**config.mk**
```make
export PLATFORM = sky130hd
export DESIGN_NAME = sdf_r2_stage
export DESIGN_NICKNAME = d
export VERILOG_FILES = /design/src/rtl/sdf_r2_stage.sv
export SDC_FILE = /design/constraint.sdc
export NUM_CORES = 1
export LEC_CHECK = 0
export ABC_AREA = 1
export BUFFER_PORTS_ARGS = -buffer_cell sky130_fd_sc_hd__buf_2
export CELL_PAD_IN_SITES_DETAIL_PLACEMENT = 2
export CELL_PAD_IN_SITES_GLOBAL_PLACEMENT = 2
export CORE_ASPECT_RATIO = 2
export CORE_MARGIN = 3
export CORE_UTILIZATION = 37
export DETAILED_ROUTE_END_ITERATION = 16
export PLACE_DENSITY = 0.74
export SYNTH_ARGS = -nofsm -noshare
export SYNTH_HDL_FRONTEND = slang
export SYNTH_SLANG_ARGS = --single-unit
export TNS_END_PERCENT = 5
```
**constraint.sdc**
```tcl
create_clock -name clk -period 13.7 [get_ports clk]
set_input_delay 1.37 -clock clk [delete_from_list [all_inputs] [get_ports clk]]
set_output_delay 1.37 -clock clk [all_outputs]
set_load 0.1 [all_outputs]
```
**src/rtl/sdf_r2_stage.sv**
```systemverilog
// Radix-2 single-path delay-feedback DIF butterfly stage with generic delay depth D.
// Optional build macro SDF_SCALE_EN: halve every butterfly result (round half up) instead of wrapping.
module sdf_r2_stage #(
  parameter int DW    = 19,
  parameter int D     = 16,
  parameter int LOG2D = 4
) (
  input  logic                 clk,
  input  logic                 rst,
  input  logic                 valid_i,
  input  logic signed [DW-1:0] data_in_r,
  input  logic signed [DW-1:0] data_in_i,
  output logic                 valid_o,
  output logic signed [DW-1:0] data_out_r,
  output logic signed [DW-1:0] data_out_i,
  output logic                 diff_o,
  output logic [LOG2D-1:0]     idx_o,
  output logic                 ovf_o
);

  localparam int CW = LOG2D + 1;

  // Brings a DW+1 bit butterfly result back to DW bits.
  function automatic logic signed [DW-1:0] reduce(input logic signed [DW:0] s);
`ifdef SDF_SCALE_EN
    logic signed [DW+1:0] t;
    t = {s[DW], s} + (DW+2)'(1);
    return t[DW:1];
`else
    return s[DW-1:0];
`endif
  endfunction

  // A DW+1 bit value fits DW bits exactly when its two top bits agree.
  function automatic logic out_of_range(input logic signed [DW:0] s);
    return s[DW] ^ s[DW-1];
  endfunction

  logic [CW-1:0]        r_cnt;
  logic                 r_primed;
  logic signed [DW-1:0] r_dl_r [D];
  logic signed [DW-1:0] r_dl_i [D];
  logic                 r_vld;
  logic signed [DW-1:0] r_out_r;
  logic signed [DW-1:0] r_out_i;
  logic                 r_diff;
  logic [LOG2D-1:0]     r_idx;
  logic                 r_ovf;

  logic                 w_ph1;
  logic [CW-1:0]        w_idx;
  logic signed [DW-1:0] w_head_r;
  logic signed [DW-1:0] w_head_i;
  logic signed [DW:0]   w_sum_r;
  logic signed [DW:0]   w_sum_i;
  logic signed [DW:0]   w_dif_r;
  logic signed [DW:0]   w_dif_i;
  logic signed [DW-1:0] w_out_r;
  logic signed [DW-1:0] w_out_i;
  logic signed [DW-1:0] w_wr_r;
  logic signed [DW-1:0] w_wr_i;
  logic                 w_ovf;

  assign w_ph1    = (r_cnt >= CW'(D));
  assign w_idx    = w_ph1 ? (r_cnt - CW'(D)) : r_cnt;
  assign w_head_r = r_dl_r[D-1];
  assign w_head_i = r_dl_i[D-1];

  assign w_sum_r = {w_head_r[DW-1], w_head_r} + {data_in_r[DW-1], data_in_r};
  assign w_sum_i = {w_head_i[DW-1], w_head_i} + {data_in_i[DW-1], data_in_i};
  assign w_dif_r = {w_head_r[DW-1], w_head_r} - {data_in_r[DW-1], data_in_r};
  assign w_dif_i = {w_head_i[DW-1], w_head_i} - {data_in_i[DW-1], data_in_i};

  // First half of a block forwards the previous block's stored differences and
  // parks the new sample; second half emits sums and parks differences.
  assign w_out_r = w_ph1 ? reduce(w_sum_r) : w_head_r;
  assign w_out_i = w_ph1 ? reduce(w_sum_i) : w_head_i;
  assign w_wr_r  = w_ph1 ? reduce(w_dif_r) : data_in_r;
  assign w_wr_i  = w_ph1 ? reduce(w_dif_i) : data_in_i;
  assign w_ovf   = w_ph1 & (out_of_range(w_sum_r) | out_of_range(w_sum_i) |
                            out_of_range(w_dif_r) | out_of_range(w_dif_i));

  always_ff @(posedge clk) begin
    if (!rst) begin
      r_cnt    <= '0;
      r_primed <= 1'b0;
      r_vld    <= 1'b0;
      r_out_r  <= '0;
      r_out_i  <= '0;
      r_diff   <= 1'b0;
      r_idx    <= '0;
      r_ovf    <= 1'b0;
      for (int i = 0; i < D; i++) begin
        r_dl_r[i] <= '0;
        r_dl_i[i] <= '0;
      end
    end else if (valid_i) begin
      r_cnt <= (r_cnt == CW'(2*D-1)) ? '0 : r_cnt + CW'(1);
      if (r_cnt == CW'(D-1)) r_primed <= 1'b1;
      r_vld   <= w_ph1 | r_primed;
      r_out_r <= w_out_r;
      r_out_i <= w_out_i;
      r_diff  <= ~w_ph1;
      r_idx   <= w_idx[LOG2D-1:0];
      r_ovf   <= r_ovf | w_ovf;
      for (int i = D-1; i > 0; i--) begin
        r_dl_r[i] <= r_dl_r[i-1];
        r_dl_i[i] <= r_dl_i[i-1];
      end
      r_dl_r[0] <= w_wr_r;
      r_dl_i[0] <= w_wr_i;
    end else begin
      r_vld <= 1'b0;
    end
  end

  assign valid_o    = r_vld;
  assign data_out_r = r_out_r;
  assign data_out_i = r_out_i;
  assign diff_o     = r_diff;
  assign idx_o      = r_idx;
`ifdef SDF_SCALE_EN
  assign ovf_o = 1'b0;
`else
  assign ovf_o = r_ovf;
`endif

endmodule
```
Yosys cells after proc, flatten, opt, wreduce, memory -nomap -nowiden

Memories as Yosys holds them, arrays and structs flattened.
Cells that the tools add are included.

Order comparisons: 1
Eq/ne operators: 2
Multiplexer cells: 42
Reduce and logical (&&, ||, !) cells: 2
Bitwise logic cells: 43
Add/subtract/negate cells: 6

Operator list:

| kind                                             | number |
|---|---|
| two-way mux 19 bit                               | 36 |
| adder 19 x 19 -> 20 bit                          | 2 |
| subtractor 19 x 19 -> 20 bit                     | 2 |
| OR 1 bit                                         | 37 |
| adder 5 x 1 -> 5 bit, second input constant      | 1 |
| == test 5 x 4 -> 1 bit, second input constant    | 1 |
| == test 5 bit, second input constant             | 1 |
| >= comparator 5 bit, second input constant       | 1 |
| two-way mux 5 bit                                | 1 |
| two-way mux 1 bit                                | 4 |
| two-way mux 4 bit                                | 1 |
| AND reduction 2 bit                              | 2 |
| subtractor 4 x 1 -> 4 bit, second input constant | 1 |
| bitwise XOR 1 bit                                | 4 |
| AND 1 bit                                        | 1 |
| NOT 1 bit                                        | 1 |

RAM bits: 608
Flip-flop bits (word level): 51
Output and inout port bits: 45
Memories: 2
Input bits: 41
Logic and storage cells: 106

Memory list:

| name   | words | bits a word | read ports | clocked after Yosys merged registers in | write ports | line | text |
|---|---|---|---|---|---|---|---|
| r_dl_i | 16    | 19          | 16         | 0                                       | 16          | 42   | `logic signed [DW-1:0] r_dl_i [D];` |
| r_dl_r | 16    | 19          | 16         | 0                                       | 16          | 41   | `logic signed [DW-1:0] r_dl_r [D];` |

Depth between registers and ports, before layout

An unclocked memory read counts as a cell.

Depth after elaboration: 8
Depth in mapped cells: 18
Depth with buffers taken out: 17

Worst setup path before layout

OpenSTA, ideal clock, no wires.

Path kind: input -> register
Start: in valid_i
End: mem r_dl_i[0][0] (enable)
Stages: 3
Arrival: 13.359 ns
Path slack: -0.614 ns
Setup time: 0.954 ns
Path through: buf_2 -> nor2_1 -> inv_1

RTL lines:

| item               | line | text |
|---|---|---|
| start: declaration | 10   | `input logic valid_i,` |
| end: declaration   | 42   |  |

==> metrics.txt <==
vias in the first global route 22900; Crit Path Class in2reg; ant diodes 0; # nets final 3234; port buffer count 85; hold path start data_out_i[11]$_SDFFE_PN0P_; Worst Tran Pin Value 1180 ps; Slew Viols, Final 0; initial core utilization 0.374; Post-synth EDFFs 608; final non-filler cell total 4196; post-synthesis mux area share 0; commonest cells in the netlist inv_1, nor2_1, edfxtp_1, nand2_1, a21oi_1; Synth area leaders edfxtp_1, inv_1, nor2_1; Hold-fix buffers, CTS 0; Hold Vio Cnt, Final 0; die width 208 um; Via Count 20100; clock root buffer clkbuf_16; Hold Crit Class reg2reg; Syn Nets 3189; XOR/XNOR Fraction of Synth Area 0.00901; die area 0.0852 mm^2; # clock sinks 659; synth-to-layout area growth 10.3%; core area 0.0806 mm^2; CTS H-Tree Depth 2; Synth top area share 0.606; ys flop type edfxtp_1; largest family of logic cells by synthesized area simple AND/OR/NAND/NOR gates; Tmin final 4210 ps; Crit path max-delay family buffers and inverters; crit path buf inv count 5; Post-CTS Setup Repair Bufs 0; Clk pwr share 0.368; part of the cycle the worst path needs 0.308; post-synth top area cell edfxtp_1; Pwr Total 4.44 mW; Initial DRT Pass Iterations 4; Final ANT Viol Nets 0; Remaining Overflow, GRT 0; worst-path cell chain buf_2 > inv_1 > nor2_4 > clkinvlp_4 > buf_4 > buf_4; sequential power share 0.534; crit path DAT 4450 ps; outcome completed; synth unique cells 46; Synth Instances 3064; Clock Tree Buf Depth 3; achievable clock frequency 237 MHz; most used cell, CP buf_4; # placed instances 4093; Required @ worst endpoint 13940 ps; unrepaired setup endpoints after global routing false; Mapped Area 0.0302 mm^2; Tot GR Track Use 0.199; slowest cell on the critical path buf_4; detailed-route DRC error count 0; Critical path origin rst; Die Span Y 410 um; routed wire length 85.5 mm; DP HPWL 59.1 mm; Synth Register Bits 659; internal power 3.29 mW; global placement routability congestion 0.827; Leak 14.4 nW; share of cells above drive strength 1 0.0837; Final setup viols 0; Finished Core Util 0.413; Setup TNS 0 ps; drt initial violations 1239; top-count cell post-synth inv_1; complex-gate fraction of the synthesized area 0.0517; RR Startpoint r_dl_i[7][22]$_SDFFCE_PN0P_; clock slew at reported path FFs 70 ps; drt via density 4.78; Avg WL per Cell 20.4 um; CTS tree built; number of buffers created by CTS 57; post-synthesis simple-gate area fraction 0.147; CP endpoint kind register; Sw Share 0.259; Max stage delay on crit path 1000 ps; Logic pwr share 0.098; async set-reset flop share out of synthesis 0; Yosys warning total 0; Resize count post-CTS 0; register area share after synthesis 0.639; Clock Latency Late Sink 640 ps; pin count of the biggest net entering global routing 179; VDD IR-drop max 0.0000947 V; syn_area_per_cell 9.84 um^2; type of origin of the critical path input pin; first-pass GRT wire length 133 mm; clk_skew 26.9 ps; I/O Pins 86; headroom to the max-slew limit 0.212; initial antenna violation count 0; crit-path max FO 84; Synth Area in Adders 0.0359; power per cell area 134 mW/mm^2; Net Switching 1.15 mW; Max-cap violations 0; Layout fillers 8629; # rows 147
routing by layer:
| layer | GRT usage | vias to the layer above | part of all wire |
|---|---|---|---|
| li1 | - | 9532 | - |
| met1 | 0.217 | 10100 | 0.38 |
| met2 | 0.393 | 276 | 0.55 |
| met3 | 0.0193 | 147 | 0.022 |
| met4 | 0.0763 | 0 | 0.040 |
| met5 | 0 | - | 0 |
kinds of logic (layout without fill, tap and decap cells):
group	Yosys count	after routing
simple gates	1116	1116
buf+inv	901	990
flops	659	659
compound gates	273	273
fa+ha+maj	84	84
xor+xnor	31	31
power groups by stage:
stage	Sequential, mW	Clock, mW	Combinational, mW
2_1_floorplan	2.46	0	0.267
3_3_place_gp	2.41	0	0.411
3_5_place_dp	2.42	0	0.436
4_1_cts	2.38	1.69	0.443
5_1_grt	2.39	1.76	0.486
6_report	2.38	1.63	0.435
cell usage in the layout, fill, tap and decap left out, drive strengths merged, types with 3 or more instances in the layout:
cell type / synthesis / routed
a31oi: 3 / 3
nand3b: 4 / 4
bufinv: 0 / 4
o221ai: 4 / 4
clkinvlp: 0 / 3
a21oi: 123 / 123
o21bai: 13 / 13
nand4: 5 / 5
nor2: 698 / 698
inv: 786 / 788
o21ai: 104 / 104
buf: 91 / 100
nand3: 51 / 51
o211ai: 13 / 13
dfxtp: 51 / 51
nor4: 5 / 5
edfxtp: 608 / 608
ha: 80 / 80
nand2: 331 / 331
fa: 4 / 4
nor3: 18 / 18
o22ai: 6 / 6
clkbuf: 23 / 73
clkinv: 1 / 22
xor2: 30 / 30
worst reg2reg max path: stages, from the launching register on:
cell and delay, ps:
edfxtp_1 450, ha_1 520, nand2_1 180, inv_1 150
nand2_1 100, nor2_1 140, nor2_2 70, o21ai_2 210
xor2_1 110, o21ai_0 630, inv_1 110
registers in the layout (all words and copies together) (netlist names):
name / cells
data_out_r: 19
r_primed: 1
ovf_o: 1
data_out_i: 19
diff_o: 1
valid_o: 1
idx_o: 4
r_dl_i: 304
r_cnt: 5
r_dl_r: 304
final timing paths:
path / slack, ps / cells past startpoint / to
worst max-delay path: 9490 / 6 / r_dl_r[0][94]$_SDFFCE_PN0P_
worst min register to register: 450 / 2 / data_out_i[11]$_SDFFE_PN0P_
worst max register to register: 10770 / 10 / r_dl_i[0][11]$_SDFFCE_PN0P_
worst min-delay path: 450 / 2 / data_out_i[11]$_SDFFE_PN0P_
stage by stage:
step	setup WS, ps	area (um^2)	hold WS, ps
floorplan	2140	30200	432
global placement	9000	31500	434
detailed placement	8790	31500	444
CTS	9450	33300	459
global route	9210	33300	485
finish	9490	33300	451
cell type report:
cell class	instances	area [um^2]	share of cell area
clock buffer	73	1530	0.0459
clock inverter	30	275	0.00827
inverter	787	2960	0.0889
multi-input combinational	1504	7360	0.221
sequential	659	19300	0.580
tap	1043	1310	0.0392
timing repair buffer	100	563	0.0169
Power figures use the tool's default switching activity.
